`src/rtl/rv32imf_prefetch_ctrl.sv`:
```
// Instruction-fetch sequencer: issues word-aligned OBI requests, throttles on FIFO space and
// outstanding count, and on a redirect flushes the FIFO and drops responses already in flight.
module rv32imf_prefetch_ctrl #(
  parameter int unsigned DEPTH           = 2,
  parameter int unsigned MAX_OUTSTANDING = 2,
  localparam int unsigned FW = $clog2(DEPTH + 1),
  localparam int unsigned CW = $clog2(MAX_OUTSTANDING + 1)
) (
  input  logic          clk,
  input  logic          rst_n,
  input  logic          req_i,
  input  logic          branch_i,
  input  logic [31:0]   branch_addr_i,
  output logic          busy_o,
  output logic          instr_req_o,
  input  logic          instr_gnt_i,
  output logic [31:0]   instr_addr_o,
  input  logic          instr_rvalid_i,
  input  logic [FW-1:0] fifo_cnt_i,
  output logic          fifo_push_o,
  output logic          fifo_flush_o
);

  typedef enum logic [1:0] {IDLE, WAIT_GNT, BRANCH_WAIT} state_e;

  state_e        state_q, state_d;
  logic [31:0]   trans_addr_q, trans_addr_d;
  logic [31:0]   saved_addr_q, saved_addr_d;
  logic [CW-1:0] cnt_q, cnt_d;
  logic [CW-1:0] flush_cnt_q, flush_cnt_d;

  logic [31:0] target, cnt_ext, fifo_ext;
  logic        slot_ok, req_raw, acc;
  logic        unused_addr_lsb;

  assign target          = {branch_addr_i[31:2], 2'b00};
  assign unused_addr_lsb = ^branch_addr_i[1:0];

  assign cnt_ext  = 32'(cnt_q);
  assign fifo_ext = 32'(fifo_cnt_i);
  assign slot_ok  = (cnt_ext < MAX_OUTSTANDING) && ((cnt_ext + fifo_ext) < DEPTH);

  // Once a request is raised it must stay up until granted, regardless of req_i or a branch.
  always_comb begin
    req_raw = 1'b1;
    if (state_q == IDLE) req_raw = req_i && slot_ok && !branch_i;
  end

  // Outputs are forced low while reset is asserted so nothing leaks onto the bus or FIFO.
  assign instr_req_o  = rst_n && req_raw;
  assign instr_addr_o = trans_addr_q;
  assign fifo_push_o  = rst_n && instr_rvalid_i && !branch_i && (flush_cnt_q == '0);
  assign fifo_flush_o = rst_n && branch_i;
  assign busy_o       = (state_q != IDLE) || (cnt_q != '0);

  assign acc = instr_req_o && instr_gnt_i;

  always_comb begin
    state_d      = state_q;
    trans_addr_d = trans_addr_q;
    saved_addr_d = saved_addr_q;
    case (state_q)
      IDLE: begin
        if (branch_i) trans_addr_d = target;
        else if (instr_req_o) begin
          if (instr_gnt_i) trans_addr_d = trans_addr_q + 32'd4;
          else             state_d      = WAIT_GNT;
        end
      end
      WAIT_GNT: begin
        if (branch_i) begin
          saved_addr_d = target;
          if (instr_gnt_i) begin
            state_d      = IDLE;
            trans_addr_d = target;
          end else begin
            state_d = BRANCH_WAIT;
          end
        end else if (instr_gnt_i) begin
          state_d      = IDLE;
          trans_addr_d = trans_addr_q + 32'd4;
        end
      end
      BRANCH_WAIT: begin
        if (branch_i) saved_addr_d = target;
        if (instr_gnt_i) begin
          state_d      = IDLE;
          trans_addr_d = branch_i ? target : saved_addr_q;
        end
      end
      default: state_d = IDLE;
    endcase
  end

  always_comb begin
    cnt_d = cnt_q + CW'(acc) - CW'(instr_rvalid_i);
    // A redirect condemns everything in flight, including a grant landing this very cycle.
    if (branch_i) begin
      flush_cnt_d = cnt_q + CW'(acc) - CW'(instr_rvalid_i);
    end else begin
      flush_cnt_d = flush_cnt_q;
      if (instr_rvalid_i && (flush_cnt_q != '0)) flush_cnt_d = flush_cnt_d - CW'(1);
      if ((state_q == BRANCH_WAIT) && acc)       flush_cnt_d = flush_cnt_d + CW'(1);
    end
  end

  always_ff @(posedge clk or negedge rst_n) begin
    if (!rst_n) begin
      state_q      <= IDLE;
      trans_addr_q <= '0;
      saved_addr_q <= '0;
      cnt_q        <= '0;
      flush_cnt_q  <= '0;
    end else begin
      state_q      <= state_d;
      trans_addr_q <= trans_addr_d;
      saved_addr_q <= saved_addr_d;
      cnt_q        <= cnt_d;
      flush_cnt_q  <= flush_cnt_d;
    end
  end

  a_no_orphan_rvalid: assert property (@(posedge clk) disable iff (!rst_n)
    !(instr_rvalid_i && (cnt_q == '0)));

endmodule

```
`config.mk`:
```
export PLATFORM = sky130hd
export DESIGN_NAME = rv32imf_prefetch_ctrl
export DESIGN_NICKNAME = d
export VERILOG_FILES = /design/src/rtl/rv32imf_prefetch_ctrl.sv
export SDC_FILE = /design/constraint.sdc
export NUM_CORES = 1
export LEC_CHECK = 0
export ABC_AREA = 1
export CAP_MARGIN = 0
export CORE_MARGIN = 3
export CORE_UTILIZATION = 45
export CTS_CLUSTER_DIAMETER = 50
export DETAILED_ROUTE_END_ITERATION = 16
export GPL_TIMING_DRIVEN = 0
export PLACE_DENSITY_LB_ADDON = 0.08
export SKIP_CTS_REPAIR_TIMING = 1
export SYNTH_ARGS = -nofsm -noshare
export SYNTH_HDL_FRONTEND = slang
export SYNTH_SLANG_ARGS = --single-unit
export TNS_END_PERCENT = 20
```
`constraint.sdc`:
```
create_clock -name clk -period 5 [get_ports clk]
set_input_delay 1 -clock clk [delete_from_list [all_inputs] [get_ports clk]]
set_output_delay 1 -clock clk [all_outputs]
set_load 0.02 [all_outputs]
```
# Yosys cells after proc, flatten, opt, wreduce, memory -nomap -nowiden
# Index checks and enable logic that the tools add are counted.
[totals] regBits=70 in_bits=40 out_inout_bits=36 elab_cells=63
[classes] add_sub_neg=6 magnitude_cmp=2 eq_ne=8 n_mux=20 n_reduce_logical=22
[ops] operator="$mux W32" count=7
[ops] operator="$pmux W32 S3" count=1
[ops] operator="$add A32 B3 Y32 const B" count=1
[ops] operator="$mux W2" count=10
[ops] operator="$logic_and A1 B1 Y1" count=11
[ops] operator="$ne A2 B2 Y1 const B" count=4
[ops] operator="$ne A3 B3 Y1 const B" count=2
[ops] operator="$pmux W2 S3" count=1
[ops] operator="$reduce_bool A2 Y1" count=3
[ops] operator="$logic_not A2 Y1" count=2
[ops] operator="$reduce_and A4 Y1" count=1
[ops] operator="$add A2 B2 Y3" count=1
[ops] operator="$lt A3 B2 Y1 const B" count=1
[ops] operator="$reduce_and A3 Y1" count=1
[ops] operator="$reduce_bool A3 Y1" count=1
[ops] operator="$add A2 B1 Y2" count=1
[ops] operator="$add A2 B1 Y2 const B" count=1
[ops] operator="$eq A2 B1 Y1 const B" count=1
[ops] operator="$eq A2 B2 Y1 const B" count=1
[ops] operator="$lt A2 B2 Y1 const B" count=1
[ops] operator="$reduce_or A2 Y1" count=1
[ops] operator="$sub A2 B1 Y2" count=1
[ops] operator="$sub A2 B1 Y2 const B" count=1
[ops] operator="$logic_not A1 Y1" count=1
[ops] operator="2 further kinds" count=2

# Longest topological paths before layout
[logic_depth] depth_word=11 mapped_depth=16 mapped_depth_nobuf=16

# Worst setup path after synthesis
# Ideal clock, no wire load.
[synth_timing] kind="input-to-output" from="input port fifo_cnt_i[0]" to="output port instr_req_o" t_arrival_ns=1.986 required_time_ns=4.000 path_slack_ns=2.014 cell_stages=8 path_buffers=0 path_cell_list="nand2_1 > inv_1 > fa_1 > nor2_4 > nand3_2 > nand2_2 > nand2_4 > inv_1"
[synth_between] elab_chain_len=7
[synth_rtl] item="start: declaration" line_no="19" source="input logic [FW-1:0] fifo_cnt_i,"
[synth_rtl] item="$add A2 B2 Y3" line_no="41" source="assign slot_ok = (cnt_ext < MAX_OUTSTANDING) && ((cnt_ext + fifo_ext) < DEPTH);"
[synth_rtl] item="$lt A3 B2 Y1" line_no="41"
[synth_rtl] item="$logic_and A1 B1 Y1" line_no="41"
[synth_rtl] item="$logic_and A1 B1 Y1 (2 in series)" line_no="46" source="if (state_q == IDLE) req_raw = req_i && slot_ok && !branch_i;"
[synth_rtl] item="$mux W1" line_no="46"
[synth_rtl] item="$logic_and A1 B1 Y1" line_no="50" source="assign instr_req_o = rst_n && req_raw;"
[synth_rtl] item="end: declaration" line_no="15" source="output logic instr_req_o,"
# Every way passes these cells.

# Final worst setup path
# Ends and elaborated chain as after synthesis.

==> results.json <==
{
  "diodes": 0,
  "vias": 4246,
  "synth_area_leaders": "dfrtp_1, nand2_1, o21ai_0",
  "avgSynthCellArea_um2": 7.09,
  "cts_tree": "done",
  "reg2reg_to": "flush_cnt_q[1]",
  "clk_latency_ps": 340,
  "worstRegToRegCells": 16,
  "power.internal_uw": 1790,
  "pre_cts_slack_ps": 1010,
  "netlist_area_mm2": 0.00438,
  "pwr-share-clk_pct": 14.8,
  "ios": 76,
  "hold_violations": 0,
  "numCtsBuffers": 9,
  "io_buffers": 72,
  "synth_edf_count": 0,
  "setup_slack_ps": 1030,
  "worstSetupPathType": "input port to primary output",
  "area_delta_synth_final_pct": 25.3,
  "fin_setup_tns_ps": 0,
  "grt_use_met2_pct": 36.0,
  "setup_viol": 0,
  "layout.nets": 751,
  "status": "finished clean",
  "grt_max_degree": 47,
  "hold_class": "register to register",
  "htree_levels": 3,
  "start_util_pct": 46.8,
  "clock_path_buffers": 2,
  "cp_slowest_cell": "clkdlybuf4s50_1",
  "synthFlopType": "dfrtp_1",
  "die_h_um": 105,
  "synth-seq-cells": 70,
  "p_sw_uw": 1520,
  "grt_pass1_vias": 4007,
  "drt_pre_antenna_iters": 5,
  "max-vdd-ir-drop_mv": 0.243,
  "power_density_mw_per_mm2": 601,
  "clkTransAtPathRegs_ps": 70,
  "clock-sinks": 70,
  "gp_congestion": 0.900,
  "syn_nets": 667,
  "grt_first_pass_wirelength_um": 20100,
  "hp-start": "saved_addr_q[10]",
  "slew_viol_final": 0,
  "worstMarginPinSlew_ps": 584,
  "die_area_mm2": 0.0110,
  "layout_min_cycle_time_ps": 3970,
  "synthTopCellsByCount": "nand2_1, dfrtp_1, inv_1",
  "ff2ff_setup_slack_ps": 2490,
  "end_kind": "primary output",
  "seqPwrFrac_pct": 33.9,
  "relSlewSlack_pct": 61.1,
  "path_max_fanout": 5,
  "first_iter_violations": 325,
  "max_freq_ghz": 0.252,
  "hold_depth": 2,
  "yosysUniqueCellTypes": 37,
  "num_rows": 35,
  "rsz0062_at_grt": "no",
  "cts-root-buf": "clkbuf_8",
  "ant_nets": 0,
  "wl_um": 11700,
  "overflow": 0,
  "maxCapViolCount": 0,
  "crit_path_start_kind": "input port",
  "yosys_warnings": 0,
  "power_uw": 3300,
  "vias_per_cell": 5.09,
  "synth_top_area_share_pct": 40.0,
  "fin_crit_sh_pct": 79.5,
  "combPwrFrac_pct": 51.3,
  "synth_most_common_cell": "nand2_1",
  "dieWidth_um": 105,
  "dp_hpwl_um": 8640,
  "critPathRequiredTime_ps": 4000,
  "path_cells": "clkdlybuf4s50_1, nand2_1, inv_1, fa_1, nor2_4, nand3_2, nand2_2, nand2_4, inv_1, clkdlybuf4s50_1",
  "hold_ws_ps": 486,
  "antenna_found_initial": 0,
  "arrival_ps": 2970,
  "skew_ps": 7.69,
  "drc": 0,
  "grt_usage_pct": 22.6,
  "cpPeakStageDelay_ps": 590,
  "synth_top_cell_by_area": "dfrtp_1",
  "core_area_mm2": 0.00937,
  "r2r-start": "cnt_q[0]",
  "grtUsageMet1_pct": 31.8,
  "drive_above_1_share_pct": 9.77,
  "netlist_instances": 618,
  "use_met3_pct": 4.01,
  "hold_end": "saved_addr_q[10]",
  "switching_share_pct": 45.9,
  "top_usage_layer": "met2",
  "async_flop_share_pct": 100,
  "wl_per_cell_um": 14.1,
  "synth-seq-area-share_pct": 40.0,
  "p_leak_uw": 0.00260
}
-- routing by layer --
layer  vias to the layer above  part of all wire, %
li1                       2116                    -
met1                      1968                   46
met2                       145                   47
met3                        17                  5.1
met4                         0                  1.4
met5                         -                    0
-- power groups by stage --
stage                     clock (uW)  sequential (uW)  combinational (uW)
after floorplan                    0             1190                 991
after global placement             0             1120                1650
after detailed placement           0             1120                1690
after CTS                        501             1110                1700
after global routing             528             1160                1910
final                            489             1120                1690
-- registers in the layout (all words and copies together), names as in the netlist --
name	cells
instr_addr_o	32
saved_addr_q	32
cnt_q	2
flush_cnt_q	2
state_q	2
-- stage by stage --
stage | util, % | area, um2 | cells
after floorplan | - | 4380 | 618
final | 58.6 | 5490 | 835
after detailed placement | 56.4 | 5290 | 820
after global routing | 58.6 | 5490 | 835
after CTS | 58.6 | 5490 | 835
after global placement | 56.2 | 5270 | 819
-- final cells by class --
type                    instances  area [um2]
clock inverters                 5        75.1
inverters                      75         282
fillers                       975        3880
clock buffers                  10         128
well taps                     129         161
repair buffers                 73         746
multi-input cells             452        2220
flip-flops and latches         70        1750
plain buffers                  21         126
-- layout by cell type, fill, tap and decap left out, drive strengths merged, types with 3 or more instances in the layout --
cell type | netlist | layout
nand2 | 202 | 202
dfrtp | 70 | 70
nand3 | 47 | 47
inv | 74 | 74
nor2 | 81 | 81
clkbuf | 7 | 17
xor2 | 3 | 3
a21oi | 24 | 24
o211ai | 3 | 3
o21ai | 62 | 62
clkdlybuf4s50 | 0 | 71
nor3 | 5 | 5
ha | 8 | 8
buf | 14 | 16
xnor2 | 4 | 4
o31ai | 4 | 4
clkinv | 1 | 4
-- worst max path at each step --
stage / cells past startpoint / endpoint / startpoint / slack, ps
after global routing: 10 / instr_req_o / fifo_cnt_i[0] / 940
after floorplan: 8 / instr_req_o / fifo_cnt_i[0] / 2010
after CTS: 10 / instr_req_o / fifo_cnt_i[0] / 1010
after global placement: 4 / fifo_push_o / rst_n / -990
after detailed placement: 10 / instr_req_o / fifo_cnt_i[0] / 1010
final: 10 / instr_req_o / fifo_cnt_i[0] / 1030
-- kinds of logic (layout without fill, tap and decap cells) --
kind of cell	after synthesis	in the layout	share of synthesized area, %
flops	70	70	40.0
buf+inv	96	184	9.31
compound gates	96	96	11.9
simple gates	340	340	34.7
xor+xnor	7	7	1.40
fa+ha+maj	9	9	2.74
-- worst max-delay path, delay by kind of cell --
| family | cells | cell delay [ps] |
|---|---|---|
| buffers and inverters | 4 | 1170 |
| adders and majority gates | 1 | 440 |
| and+or+nand+nor | 5 | 370 |
Power figures use the tool's default switching activity.
